## src/rtl/dense_layer_controller_pkg.sv

```systemverilog
// Shared definitions for the dense layer sequencer.
// Holds the controller state encoding and the index-width helper used to
// size every index/address port (minimum width of one bit).
package dense_layer_controller_pkg;

  typedef enum logic [2:0] {
    IDLE     = 3'd0,
    CLEAR    = 3'd1,
    MAC      = 3'd2,
    DRAIN    = 3'd3,
    BIAS     = 3'd4,
    ACTIVATE = 3'd5,
    WRITE    = 3'd6,
    DONE     = 3'd7
  } controller_state;

  // Bits needed to hold 0..n-1; never less than one.
  function automatic int idx_width(input int n);
    return (n > 1) ? $clog2(n) : 1;
  endfunction

endpackage

```

## src/rtl/dense_layer_controller_wrap_counter.sv

```systemverilog
// Modulo-MAX up-counter used for the input and neuron indices.
// Ports:
//   clock  - rising-edge clock
//   reset  - asynchronous active-low reset, count returns to 0
//   clear  - synchronous return to 0 (takes priority over enable)
//   enable - advance by one, wrapping from MAX-1 to 0
//   count  - registered count value
//   last   - count currently equals MAX-1
module wrap_counter
  import dense_layer_controller_pkg::*;
#(
  parameter int MAX = 2
) (
  input  logic                      clock,
  input  logic                      reset,
  input  logic                      clear,
  input  logic                      enable,
  output logic [idx_width(MAX)-1:0] count,
  output logic                      last
);

  localparam int              W        = idx_width(MAX);
  localparam logic [W-1:0]    LAST_VAL = W'(MAX - 1);

  logic [W-1:0] count_q;

  // Count register: compare against MAX-1 so non-power-of-two sizes wrap.
  always_ff @(posedge clock or negedge reset) begin
    if (!reset) begin
      count_q <= {W{1'b0}};
    end else if (clear) begin
      count_q <= {W{1'b0}};
    end else if (enable) begin
      count_q <= (count_q == LAST_VAL) ? {W{1'b0}} : count_q + W'(1);
    end else begin
      count_q <= count_q;
    end
  end

  assign count = count_q;
  assign last  = (count_q == LAST_VAL);

endmodule

```

## src/rtl/dense_layer_controller.sv

```systemverilog
// Sequencer for a time-multiplexed dense layer. Steps one shared MAC
// datapath neuron by neuron and input by input, issuing indices and
// one-cycle strobes; owns the inputs_ready/outputs_ready layer handshake.
// Ports:
//   clock, reset          - rising-edge clock, async active-low reset
//   inputs_ready          - previous layer valid (level start request)
//   outputs_ready         - this layer's outputs valid (level)
//   busy                  - high outside IDLE and DONE
//   input_index           - input selected for the MAC
//   neuron_index          - neuron being computed
//   weight_address        - neuron_index*NUM_INPUTS + input_index
//   clear_accumulator, accumulate, add_bias, activate, write_output
//                         - mutually exclusive one-cycle datapath strobes
// All outputs are registered from the next state (Moore, no comb paths).
module dense_layer_controller
  import dense_layer_controller_pkg::*;
#(
  parameter int NUM_INPUTS  = 120,
  parameter int NUM_NEURONS = 84,
  parameter int MAC_LATENCY = 1
) (
  input  logic                                           clock,
  input  logic                                           reset,
  input  logic                                           inputs_ready,
  output logic                                           outputs_ready,
  output logic                                           busy,
  output logic [idx_width(NUM_INPUTS)-1:0]               input_index,
  output logic [idx_width(NUM_NEURONS)-1:0]              neuron_index,
  output logic [idx_width(NUM_INPUTS*NUM_NEURONS)-1:0]   weight_address,
  output logic                                           clear_accumulator,
  output logic                                           accumulate,
  output logic                                           add_bias,
  output logic                                           activate,
  output logic                                           write_output
);

  localparam int            AW         = idx_width(NUM_INPUTS * NUM_NEURONS);
  localparam int            DW         = idx_width(MAC_LATENCY + 1);
  localparam logic [AW-1:0] ROW_STEP   = AW'(NUM_INPUTS);
  localparam logic [AW-1:0] ROW_REWIND = AW'(NUM_INPUTS - 1);

  controller_state state_q, state_d;
  logic            start_s, mac_s, write_s;
  logic            in_last_s, neu_last_s, drain_done_s;
  logic [DW-1:0]   drain_cnt_q;
  logic [AW-1:0]   addr_q;
  logic            outputs_ready_q, busy_q;
  logic            clear_q, accumulate_q, add_bias_q, activate_q, write_q;

  assign start_s      = (state_q == IDLE) && inputs_ready;
  assign mac_s        = (state_q == MAC);
  assign write_s      = (state_q == WRITE);
  assign drain_done_s = ((int'(drain_cnt_q) + 1) >= MAC_LATENCY);

  wrap_counter #(.MAX(NUM_INPUTS)) u_input_ctr (
    .clock  (clock),
    .reset  (reset),
    .clear  (start_s),
    .enable (mac_s),
    .count  (input_index),
    .last   (in_last_s)
  );

  wrap_counter #(.MAX(NUM_NEURONS)) u_neuron_ctr (
    .clock  (clock),
    .reset  (reset),
    .clear  (start_s),
    .enable (write_s),
    .count  (neuron_index),
    .last   (neu_last_s)
  );

  // State register.
  always_ff @(posedge clock or negedge reset) begin
    if (!reset) begin
      state_q <= IDLE;
    end else begin
      state_q <= state_d;
    end
  end

  // Next-state logic; inputs_ready is only looked at in IDLE and DONE.
  always_comb begin
    state_d = state_q;
    case (state_q)
      IDLE:     if (inputs_ready) state_d = CLEAR; else state_d = IDLE;
      CLEAR:    state_d = MAC;
      MAC: begin
        if (!in_last_s)            state_d = MAC;
        else if (MAC_LATENCY == 0) state_d = BIAS;
        else                       state_d = DRAIN;
      end
      DRAIN:    if (drain_done_s) state_d = BIAS; else state_d = DRAIN;
      BIAS:     state_d = ACTIVATE;
      ACTIVATE: state_d = WRITE;
      WRITE:    if (neu_last_s) state_d = DONE; else state_d = CLEAR;
      DONE:     if (inputs_ready) state_d = DONE; else state_d = IDLE;
      default:  state_d = IDLE;
    endcase
  end

  // Drain timer: counts cycles spent in DRAIN, zero everywhere else.
  always_ff @(posedge clock or negedge reset) begin
    if (!reset) begin
      drain_cnt_q <= {DW{1'b0}};
    end else if ((state_q == DRAIN) && !drain_done_s) begin
      drain_cnt_q <= drain_cnt_q + DW'(1);
    end else begin
      drain_cnt_q <= {DW{1'b0}};
    end
  end

  // Weight address tracks neuron*NUM_INPUTS + input without a multiplier:
  // +1 per accumulate, rewind to the row base when the input index wraps,
  // then +NUM_INPUTS when the neuron index advances.
  always_ff @(posedge clock or negedge reset) begin
    if (!reset) begin
      addr_q <= {AW{1'b0}};
    end else if (start_s) begin
      addr_q <= {AW{1'b0}};
    end else if (mac_s) begin
      addr_q <= in_last_s ? (addr_q - ROW_REWIND) : (addr_q + AW'(1));
    end else if (write_s) begin
      addr_q <= neu_last_s ? {AW{1'b0}} : (addr_q + ROW_STEP);
    end else begin
      addr_q <= addr_q;
    end
  end

  // Registered Moore outputs decoded from the next state.
  always_ff @(posedge clock or negedge reset) begin
    if (!reset) begin
      outputs_ready_q <= 1'b0;
      busy_q          <= 1'b0;
      clear_q         <= 1'b0;
      accumulate_q    <= 1'b0;
      add_bias_q      <= 1'b0;
      activate_q      <= 1'b0;
      write_q         <= 1'b0;
    end else begin
      // outputs_ready persists through IDLE until the next start.
      if (start_s) begin
        outputs_ready_q <= 1'b0;
      end else if (state_d == DONE) begin
        outputs_ready_q <= 1'b1;
      end else begin
        outputs_ready_q <= outputs_ready_q;
      end
      busy_q       <= (state_d != IDLE) && (state_d != DONE);
      clear_q      <= (state_d == CLEAR);
      accumulate_q <= (state_d == MAC);
      add_bias_q   <= (state_d == BIAS);
      activate_q   <= (state_d == ACTIVATE);
      write_q      <= (state_d == WRITE);
    end
  end

  assign outputs_ready     = outputs_ready_q;
  assign busy              = busy_q;
  assign weight_address    = addr_q;
  assign clear_accumulator = clear_q;
  assign accumulate        = accumulate_q;
  assign add_bias          = add_bias_q;
  assign activate          = activate_q;
  assign write_output      = write_q;

endmodule
```

## config.mk

```make
export PLATFORM = sky130hd
export DESIGN_NAME = dense_layer_controller
export DESIGN_NICKNAME = d
export VERILOG_FILES = /design/src/rtl/dense_layer_controller_pkg.sv /design/src/rtl/dense_layer_controller_wrap_counter.sv /design/src/rtl/dense_layer_controller.sv
export SDC_FILE = /design/constraint.sdc
export NUM_CORES = 1
export LEC_CHECK = 0
export BUFFER_PORTS_ARGS = -buffer_cell sky130_fd_sc_hd__buf_2
export CORE_MARGIN = 4
export CORE_UTILIZATION = 51
export DETAILED_ROUTE_END_ITERATION = 7
export HOLD_SLACK_MARGIN = 0.03
export PLACE_DENSITY = 0.82
export SLEW_MARGIN = 0
export SYNTH_ARGS = -nofsm -noshare
export SYNTH_HDL_FRONTEND = slang
export SYNTH_SLANG_ARGS = --single-unit
```

## constraint.sdc

```tcl
create_clock -name clock -period 8.9 [get_ports clock]
set_clock_uncertainty 0.2 [all_clocks]
set_input_delay 0.445 -clock clock [delete_from_list [all_inputs] [get_ports clock]]
set_output_delay 0.445 -clock clock [all_outputs]
set_load 0.05 [all_outputs]
```

---- Word level (Yosys, flattened, before mapping) ----
Index checks and enable logic that the tools add are counted.
word-level totals
  register bits after elaboration ......... 39
  input bits .............................. 3
  logic and storage cells ................. 66
cells by class
  add/sub/neg operators ................... 7
  order comparisons ....................... 1
  equal/unequal tests ..................... 16
  multiplexer cells ....................... 20
  reductions and logical operators ........ 10
operators with widths
  cell                                                  count
  two-way mux 14 bit                                    5
  two-way mux 7 bit                                     6
  equality test 3 bit (second input constant)           8
  case mux 3 bit (8 select lines)                       1
  adder 14 x 1 -> 14 bit (second input constant)        1
  adder 14 x 7 -> 14 bit (second input constant)        1
  adder 7 x 1 -> 7 bit (second input constant)          2
  equality test 7 bit (second input constant)           2
  subtractor 14 x 7 -> 14 bit (second input constant)   1
  equality test 3 x 2 -> 1 bit (second input constant)  3
  two-way mux 3 bit                                     3
  equality test 3 x 1 -> 1 bit (second input constant)  2
  nonzero test 2 bit                                    3
  nonzero test 3 bit                                    2
  two-way mux 1 bit                                     5
  logical AND 1 bit                                     3
  zero test 3 bit                                       1
  != test 3 bit (second input constant)                 1
  adder 1 x 1 -> 2 bit (second input constant)          1
  >= comparator 2 x 1 -> 1 bit (second input constant)  1
  adder 1 bit (second input constant)                   1
  zero test 1 bit                                       1

---- Longest topological paths before layout ----
Gate-level depths: netlist of the first run.
  depth after elaboration ................. 7
  depth in mapped cells ................... 10
  mapped depth without buffers ............ 10

---- Hierarchy ----
A second synthesis of the first run with hierarchy kept.
second synthesis, totals
  cell total of the unflattened synthesis .. 266
  area total of the unflattened synthesis .. 2409.8 sq um
modules (own cells, without submodules)
  module                        times used  cells each  area each (sq um)  sequential area each (sq um)
  dense_layer_controller        1           183         1599.0             600.6
  wrap_counter at u_neuron_ctr  1           40          425.4              175.2
  wrap_counter at u_input_ctr   1           43          385.4              175.2

---- Worst setup path after synthesis of the first run ----
OpenSTA, ideal clock, no wires.
  path type ............................... reg2reg
  start point ............................. reg u_input_ctr.count_q[0] (netlist: u_input_ctr.count[0])
  end point ............................... reg addr_q[13] (netlist: weight_address[13])
  setup time .............................. 0.082 ns
  data arrival time ....................... 2.972 ns
  setup slack ............................. 5.646 ns
  cell stages (with the launch flop) ...... 11
  path buffers ............................ 0
  period minus slack after synthesis ...... 3.254 ns
  cells stage by stage .................... dfrtp_1 -> ha_1 -> nand2_1 -> or2_1 -> inv_1 -> ha_1 -> a41o_1 -> a41o_1 -> o311a_1 -> or3_1 -> a31oi_1
on the way
  word-level cells in the longest chain between the ends .. 4
RTL lines
  item                    RTL line                                   RTL
  from (decl)             dense_layer_controller_wrap_counter.sv:25  logic [W-1:0] count_q;
  from (signal assigned)  dense_layer_controller_wrap_counter.sv:30  count_q <= {W{1'b0}};
  from (signal assigned)  dense_layer_controller_wrap_counter.sv:32  count_q <= {W{1'b0}};
  from (signal assigned)  dense_layer_controller_wrap_counter.sv:34  count_q <= (count_q == LAST_VAL) ? {W{1'b0}} : count_q + W'(1);
  equality test 7 bit     dense_layer_controller_wrap_counter.sv:41  assign last = (count_q == LAST_VAL);
  two-way mux 14 bit      dense_layer_controller.sv:122              addr_q <= in_last_s ? (addr_q - ROW_REWIND) : (addr_q + AW'(1));
  two-way mux 14 bit      dense_layer_controller.sv:121              end else if (mac_s) begin
  two-way mux 14 bit      dense_layer_controller.sv:119              end else if (start_s) begin
  to (signal assigned)    dense_layer_controller.sv:120              addr_q <= {AW{1'b0}};
  to (signal assigned)    dense_layer_controller.sv:122
  to (signal assigned)    dense_layer_controller.sv:124              addr_q <= neu_last_s ? {AW{1'b0}} : (addr_q + ROW_STEP);
  to (decl)               dense_layer_controller.sv:46               logic [AW-1:0] addr_q;
No other way between the ends.
A chain may end at the register's enable or synchronous reset.

---- Worst setup path after layout of the first run ----
Same ends and word-level chain as after synthesis.

==> flow_metrics.tcl, run 1 <==
set metrics [dict create \
    status "finished, final reports clean" \
    synth_top_family_by_area "compound AO/OA/AOI/OAI gates" \
    synth.cell_area_um2 2510 \
    synth_top_area_share_pct 37.9 \
    yosysUniqueCellTypes 64 \
    p_per_area_nw_per_um2 125 \
    drcViolationCount 0 \
    synth_edf_count 0 \
    antenna_found_initial 0 \
    timing.final.crit_share_pct 35.8 \
    max_stage_delay_ps 420 \
    area_growth_pct 13.9 \
    place_hpwl_mm 4.34 \
    place.port_buffers 37 \
    drv_cap 0 \
    async_reset_ff_share_pct 100 \
    drt-wirelength-per-cell_um 15.9 \
    grt_pass1_wl_mm 10.1 \
    cp_cell_sequence "ha_1 -> nand2_1 -> or2_1 -> inv_1 -> ha_1 -> a41o_1 -> a41o_1 -> o311a_1 -> or3_1 -> a31oi_1" \
    ir_worst_vdd_uv 89.0 \
    cts_max_level 2 \
    die-width_um 78.2 \
    ys.flop_type "dfrtp_1" \
    min_period_ps 3190 \
    n_antenna_cell 0 \
    required_ps 8920 \
    hold_buffers 0 \
    netlist_instances 283 \
    drtAntennaViolNets 0 \
    tightestPinTransition_ps 867 \
    post-cts-setup-buffers 0 \
    grt_start_max_net_pins 39 \
    end_kind "flip-flop" \
    synth_adder_area_share_pct 5.48 \
    gr-usage-all-layers_pct 20.6 \
    crit_arrival_ps 3210 \
    hold_violations 0 \
    clkTransAtPathRegs_ps 90 \
    yosys_warnings 0 \
    cts_buffers 5 \
    worst_slack_ps 5710 \
    crit_type "reg -> reg" \
    fp-row-count 25 \
    dieArea_um2 6110 \
    layout.nets 332 \
    cts.sinks 38 \
    synth_area_per_cell_um2 8.87 \
    rsz0062_at_grt "no" \
    crit_fanout 8 \
    ys_seq_elements 38 \
    hold_path_class "in -> async" \
    drt_first_pass_iters 5 \
    routed_wl_mm 6.14 \
    yosysTopAreaCell "dfrtp_1" \
    synth-compound-area-share_pct 25.6 \
    synthMuxAreaShare_pct 1.20 \
    vias_per_cell 6.09 \
    dieHeight_um 78.2 \
    drive_gt1_share_pct 18.5 \
    ioPinCount 38 \
    place_ws_ps 5730 \
    synth_simple_gate_area_share_pct 21.1 \
    first_global_vias 2150 \
    drtIter0Drc 176 \
    ctsResizeCount 0 \
    place.gp.congestion 0.919 \
    synthTopCellsByArea "dfrtp_1, ha_1, nand2_1, nor2_1, a21oi_1" \
    setup_tns_ps 0 \
    syn_nets 297 \
    max-slew-margin-rel_pct 42.2 \
    setup_violations 0 \
    cp-start-kind "flip-flop" \
    cts.path.max_buffers 2 \
    synth_xor_xnor_area_share_pct 4.54 \
    drv_slew 0 \
    grt.overflow.total 0 \
    yosysSeqAreaShare_pct 37.9 \
    coreArea_um2 4750 \
    fmax_mhz 314 \
    tritoncts "built" \
    leakagePower_nw 1.35 \
    initial_utilization_pct 52.8 \
    cpMaxStageDelayCell "dfrtp_1" \
    clk_latency_ps 310 \
    vias 2350 \
    root_buffer "clkbuf_8" \
]
[state kept, by name (all words and copies together), names as in the netlist]
| name | flops |
|---|---|
| activate | 1 |
| write_output | 1 |
| accumulate | 1 |
| u_neuron_ctr.count | 7 |
| u_input_ctr.count | 7 |
| add_bias | 1 |
| outputs_ready | 1 |
| clear_accumulator | 1 |
| weight_address | 14 |
| busy | 1 |
| state_q | 3 |
[Yosys cell counts (6+ instances only)]
master,instances
a21oi_1,17
clkbuf_1,6
dfrtp_1,38
ha_1,11
inv_1,8
nand2_1,26
nand3_1,9
nor2_1,25
nor3_1,9
o21ai_0,13
o21ai_1,17
xor2_1,8
[layer usage]
metal,vias up,global-route usage [%],routed length [um]
met2,112,33.0,2890
li1,1125,-,-
met5,-,0,0
met3,13,4.59,448
met1,1100,27.0,2680
met4,0,8.39,117
[cell usage in the layout, fill, tap and decap left out, types with 9 or more instances in the layout]
master and n:
nand2_1 26, buf_2 37, o21ai_1 17, ha_1 11, nor3_1 9, nand3_1 9, a21oi_1 17, dfrtp_1 38
o21ai_0 13, nor2_1 25
[metrics by stage]
| stage | util (%) | power (mW) | hold slack [ps] | instances | cell area [um^2] |
|---|---|---|---|---|---|
| after floorplan | - | 0.176 | -50.6 | 283 | 2510 |
| after global placement | 57.2 | 0.180 | 308 | 378 | 2720 |
| after detailed placement | 57.2 | 0.181 | 307 | 378 | 2720 |
| after CTS | 60.1 | 0.359 | 61.3 | 386 | 2860 |
| after global routing | 60.1 | 0.368 | 118 | 386 | 2860 |
| final | 60.1 | 0.356 | 41.4 | 386 | 2860 |
[final timing paths]
kind / start / end / slack, ps / cells after the start
setup / recovery: u_input_ctr.count[0]$_DFFE_PN0P_ / weight_address[13]$_DFFE_PN0P_ / 5710 / 10
hold / removal: reset / u_input_ctr.count[2]$_DFFE_PN0P_ / 40 / 1
setup reg to reg: u_input_ctr.count[0]$_DFFE_PN0P_ / weight_address[13]$_DFFE_PN0P_ / 5710 / 10
hold reg to reg: outputs_ready$_DFFE_PN0P_ / outputs_ready$_DFFE_PN0P_ / 320 / 1
max in group asynchronous: reset / u_input_ctr.count[1]$_DFFE_PN0P_ / 7930 / 1
min in group clock: inputs_ready / busy$_DFF_PN0_ / 280 / 2
[final cells by class]
type	instances	area, um^2
fillers	440	1900
well taps	67	83.8
flip-flops and latches	38	951
inverters	10	37.5
clock inverters	3	68.8
multi-input cells	225	1460
repair buffers	38	193
clock buffers	5	68.8
[power breakdown]
group / total [mW] / switching [mW] / internal, mW
clock: 0.179 / 0.0670 / 0.112
combinational: 0.00438 / 0.00391 / 0.000468
sequential: 0.173 / 0 / 0.173
total: 0.356 / 0.0709 / 0.285
[worst max-delay path: cells and delay by family, from the launching register on]
kind,cells,cell delay (ps)
AO/OA/AOI/OAI,4,1030
adder cells (fa/ha/maj),2,540
AND/OR/NAND/NOR,3,690
flip-flops,1,420
buffers and inverters,1,240
[cells by family after synthesis]
group / Yosys count
simple gates: 103
compound gates: 95
flops: 38
buf+inv: 20
xor+xnor: 13
fa+ha+maj: 11
mux: 3
Power figures use the tool's default switching activity.
==> run 2, diff against run 1 <==
clock period = 3.2 ns   (was 8.9 ns; I/O delays follow)
==> run 2 against run 1 <==
Combinational power rose to 3.2 times the previous value. Sequential power rose to 2.8 times the previous value. First-iteration DRC count up 15%. Highest routed layer unchanged. Critical path depth unchanged. Non-clock buffer count up 5. Design area up 0.57%. Die area unchanged. Register-to-register slack worse by 5400 ps. Setup slack worse by 5400 ps. Cell count up 1.3%. Sequential share of layout area down 0.10 points. Flip-flop and latch count unchanged.
==> flow_metrics.tcl, run 2 (synthesis results as in run 1) <==
set metrics [dict create \
    antenna_found_initial 0 \
    coreArea_um2 4750 \
    dpl-instance-area_um2 2750 \
    busiest_layer "met2" \
    cts_buffers 5 \
    grt_start_max_net_pins 39 \
    gr-usage-all-layers_pct 20.8 \
    ioPinCount 38 \
    area_growth_pct 14.5 \
    place.port_buffers 37 \
    setup_tns_ps 0 \
    crit_fanout 6 \
    tightestPinTransition_ps 857 \
    drcViolationCount 0 \
    grt.overflow.total 0 \
    layout.nets 337 \
    setup_violations 0 \
    end_kind "flip-flop" \
    place_hpwl_mm 4.32 \
    final_common_cell "buf_2" \
    hold_path_class "in -> async" \
    die-width_um 78.2 \
    rsz0062_at_grt "no" \
    p_seq_share_pct 53.7 \
    drt_first_pass_iters 6 \
    p_sw_share_pct 20.2 \
    place.gp.congestion 0.915 \
    whs_ps 313 \
    crit_type "reg -> reg" \
    root_buffer "clkbuf_8" \
    ir_worst_vdd_uv 188 \
    drv_cap 0 \
    grt_pass1_wl_mm 10.3 \
    vias 2355 \
    dieArea_um2 6110 \
    dieHeight_um 78.2 \
    pwr-share-clk_pct 44.7 \
    clk_latency_ps 290 \
    drtIter0Drc 202 \
    cts_max_level 2 \
    cts.sinks 38 \
    n_antenna_cell 0 \
    fmax_mhz 345 \
    timing.final.crit_share_pct 90.7 \
    met3_usage_pct 3.67 \
    final_util_pct 60.4 \
    cp-start-kind "flip-flop" \
    clkTransAtPathRegs_ps 80 \
    met2_usage_pct 32.9 \
    tritoncts "built" \
    p_per_area_nw_per_um2 311 \
    initial_utilization_pct 52.8 \
    cpMaxStageDelayCell "dfrtp_2" \
    gr-usage-met1_pct 28.1 \
    max-slew-margin-rel_pct 42.5 \
    status "finished, final reports clean" \
    routed_wl_mm 6.04 \
    min_period_ps 2900 \
    finalPower_uw 893 \
    drtAntennaViolNets 0 \
    fp-row-count 25 \
    cp_cell_sequence "ha_1 -> nand2_1 -> or2_1 -> inv_1 -> ha_1 -> a41o_1 -> a41o_1 -> o311a_1 -> or3_1 -> a31oi_1" \
    final_area_um2 2870 \
    first_global_vias 2173 \
    hold_violations 0 \
    cts.path.max_buffers 2 \
    crit_arrival_ps 2920 \
    p_int_uw 712 \
    combPwrFrac_pct 1.6 \
    layout_common_cells "buf_2, dfrtp_1, nand2_1" \
    max_stage_delay_ps 400 \
    drive_gt1_share_pct 19.8 \
    leakagePower_nw 1.36 \
    ctsResizeCount 0 \
    drv_slew 0 \
    drt-wirelength-per-cell_um 15.4 \
    vias_per_cell 6.02 \
    p_sw_uw 181 \
    required_ps 3220 \
    largest_reg_flops 14 \
]
==> run 2: cell types whose count changed in the layout (fill, tap and decap cells not counted) <==
| cell | previous run | this run |
|---|---|---|
| clkinv_2 | 0 | 2 |
| bufinv_16 | 2 | 1 |
| buf_4 | 1 | 4 |
| dfrtp_1 | 38 | 36 |
| clkinv_4 | 1 | 0 |
| dfrtp_2 | 0 | 2 |
| dlygate4sd3_1 | 0 | 2 |
==> run 2: through the flow <==
step,cells,setup slack (ps)
6_report,391,298
5_1_grt,391,80.7
4_1_cts,391,302
3_5_place_dp,381,300
3_3_place_gp,381,395
2_1_floorplan,283,94.1
==> run 2: path summary, 6_finish.rpt <==
path | start | endpoint | slack [ps] | depth (start not counted)
min in group clock | outputs_ready$_DFFE_PN0P_ | outputs_ready$_DFFE_PN0P_ | 310 | 1
worst min register to register | outputs_ready$_DFFE_PN0P_ | outputs_ready$_DFFE_PN0P_ | 310 | 1
worst max-delay path | u_input_ctr.count[0]$_DFFE_PN0P_ | weight_address[13]$_DFFE_PN0P_ | 300 | 10
worst max register to register | u_input_ctr.count[0]$_DFFE_PN0P_ | weight_address[13]$_DFFE_PN0P_ | 300 | 10
worst min-delay path | reset | u_neuron_ctr.count[4]$_DFFE_PN0P_ | 310 | 2
max in group asynchronous | reset | u_input_ctr.count[1]$_DFFE_PN0P_ | 1900 | 2
==> run 2: layout make-up <==
class / count / area [um^2]
clock inverter: 3 / 40.0
timing repair buffer: 43 / 235
multi-input combinational: 225 / 1460
inverter: 10 / 37.5
tap: 67 / 83.8
sequential: 38 / 953
fill: 440 / 1880
clock buffer: 5 / 68.8
==> run 2: power by group through the flow <==
stage          Sequential (mW)  Combinational [mW]  Clock (mW)
2_1_floorplan            0.489             0.00108           0
3_3_place_gp             0.489              0.0126           0
3_5_place_dp             0.489              0.0129           0
5_1_grt                  0.480              0.0165       0.432
6_report                 0.480              0.0142       0.399
4_1_cts                  0.480              0.0149       0.409
==> run 2: critical path: cells and delay by family, from the launching register on <==
kind	cells	cell delay (ps)
AO/OA/AOI/OAI	4	990
AND/OR/NAND/NOR	3	680
adder cells (fa/ha/maj)	2	460
flip-flops	1	400
buffers and inverters	1	110
==> run 2: timing repair <==
item | 4_1_cts | 5_1_grt
hold endpoints to repair | 39 | 0
hold buffers | 2 | 0
buffers inserted | 0 | 0
==> run 2: layer usage <==
| metal | up-vias | share of wire, % |
|---|---|---|
| li1 | 1132 | - |
| met1 | 1129 | 46 |
| met2 | 87 | 48 |
| met3 | 7 | 5.5 |
| met4 | 0 | 1.3 |
| met5 | - | 0 |
==> run 3, diff against run 2 <==
CORE_UTILIZATION = 46   (was 51)
GPL_TIMING_DRIVEN = 0   (was default)
PLACE_DENSITY = 0.76   (was 0.82)
==> run 3 against run 2 <==
Setup slack worse by 150 ps. Design area is 2.4% higher. Hold slack worse by 6.1 ps. Wire length is 3.5% higher. Via count is 0.76% lower. Die area is 9.7% higher. Cell count is 3.3% higher. Non-clock buffer count is 10 higher. Highest routed layer unchanged.
==> flow_metrics.tcl, run 3 (synthesis results as in run 1) <==
set metrics [dict create \
    gr-usage-all-layers_pct 20.3 \
    met2_usage_pct 31.2 \
    setup_tns_ps 0 \
    cts.sinks 38 \
    drive_gt1_share_pct 20.4 \
    clkTransAtPathRegs_ps 80 \
    fmax_mhz 328 \
    crit_fanout 7 \
    grt.overflow.total 0 \
    place.gp.congestion 0.887 \
    n_antenna_cell 0 \
    drtIter0Drc 129 \
    routed_wl_mm 6.25 \
    grt_start_max_net_pins 39 \
    rsz0062_at_grt "no" \
    first_global_vias 2261 \
    layout_common_cells "buf_2, dfrtp_1, nand2_1" \
    required_ps 3200 \
    hold_path_class "in -> async" \
    p_per_area_nw_per_um2 285 \
    cp-start-kind "flip-flop" \
    fp-row-count 26 \
    rrSetupSlack_ps 150 \
    tritoncts "built" \
    drt_first_pass_iters 4 \
    leakagePower_nw 1.38 \
    fillCellCount 505 \
    drt-wirelength-per-cell_um 15.5 \
    finalPower_uw 838 \
    crit_type "reg -> reg" \
    dieArea_um2 6700 \
    cts_max_level 2 \
    cts.path.max_buffers 2 \
    critPathLaunch "u_input_ctr.count[0]$_DFFE_PN0P_" \
    reg2reg_from "u_input_ctr.count[0]$_DFFE_PN0P_" \
    die-width_um 81.9 \
    place.port_buffers 37 \
    largest_reg_flops 14 \
    ir_worst_vdd_uv 268 \
    vias_per_cell 5.78 \
    busiest_layer "met2" \
    coreArea_um2 5200 \
    max-slew-margin-rel_pct 44.3 \
    multi_input_area_um2 1460 \
    ioPinCount 38 \
    dieHeight_um 81.9 \
    setup_violations 0 \
    layout.nets 347 \
    root_buffer "clkbuf_8" \
    drv_slew 0 \
    end_kind "flip-flop" \
    status "finished, final reports clean" \
    grt_pass1_wl_mm 10.7 \
    met3_usage_pct 3.84 \
    antenna_found_initial 0 \
    drv_cap 0 \
    seq_area_um2 953 \
    tightestPinTransition_ps 836 \
    drtAntennaViolNets 0 \
    place_hpwl_mm 4.51 \
    hold_violations 0 \
    cts_buffers 5 \
    gr-usage-met1_pct 28.1 \
    area_growth_pct 17.2 \
    timing.final.crit_share_pct 95.4 \
    min_period_ps 3050 \
    initial_utilization_pct 48.2 \
    crit_arrival_ps 3050 \
    drcViolationCount 0 \
    vias 2337 \
    final_common_cell "buf_2" \
    clk_latency_ps 290 \
]
## run 3: changes by cell type in the layout (fill, tap and decap cells not counted)
cell / before / now
buf_12: 0 / 1
buf_6: 0 / 2
bufinv_16: 1 / 0
clkbuf_1: 0 / 7
clkbuf_8: 5 / 7
clkinv_2: 2 / 1
inv_1: 8 / 7
inv_4: 0 / 1
## run 3: per-layer routing
metal | part of all wire [%] | vias to the layer above
met2 | 46 | 63
met4 | 1.7 | 0
met3 | 4.6 | 10
met5 | 0 | -
li1 | - | 1154
met1 | 48 | 1110
## run 3: worst paths after layout
check                                                    to  depth (start not counted)
setup / recovery             weight_address[13]$_DFFE_PN0P_                         11
hold / removal             u_input_ctr.count[2]$_DFFE_PN0P_                          2
setup reg to reg             weight_address[13]$_DFFE_PN0P_                         11
hold reg to reg            u_input_ctr.count[0]$_DFFE_PN0P_                          1
max in group asynchronous  u_input_ctr.count[0]$_DFFE_PN0P_                          2
min in group clock         u_input_ctr.count[0]$_DFFE_PN0P_                          1
## run 3: metrics by stage
step | cells | hold WS [ps] | cell area, um^2 | utilization [%] | setup WS (ps)
finish | 404 | 307 | 2940 | 56.5 | 149
global route | 404 | 373 | 2940 | 56.5 | 24.0
CTS | 400 | 340 | 2900 | 55.6 | 77.4
detailed placement | 390 | 113 | 2790 | 53.5 | 1.08
global placement | 390 | 109 | 2790 | 53.5 | 25.2
floorplan | 283 | -336 | 2510 | - | 94.1
## run 3: what timing repair did
item / in CTS / in global routing
resized for setup: 1 / 1
endpoints found under the setup margin: 2 / 3
hold buffers: 2 / 0
pin swaps: 0 / 1
hold endpoints to repair: 39 / 0
buffers inserted: 0 / 4
## run 3: final cells by class
cell class	instances	area share [%]
Tap cell	70	2.98
Sequential cell	38	32.4
Buffer	10	2.25
Multi-Input combinational cell	225	49.5
Timing Repair Buffer	43	8.42
Clock inverter	1	0.170
Clock buffer	7	2.93
Inverter	10	1.36
## run 3: worst max-delay path, stage by stage (launching register included)
cell and delay [ps]:
dfrtp_2 440, ha_1 240, nand2_1 110, or2_1 190, inv_4 60, buf_12 130, ha_1 320, a21o_1 190
a41o_1 240, o311a_1 310, or3_1 300, a31oi_1 210
## run 3: power by group
group | internal, mW | switching [mW]
Combinational | 0.00287 | 0.0111
Sequential | 0.480 | 0
Clock | 0.174 | 0.170
Total | 0.657 | 0.182
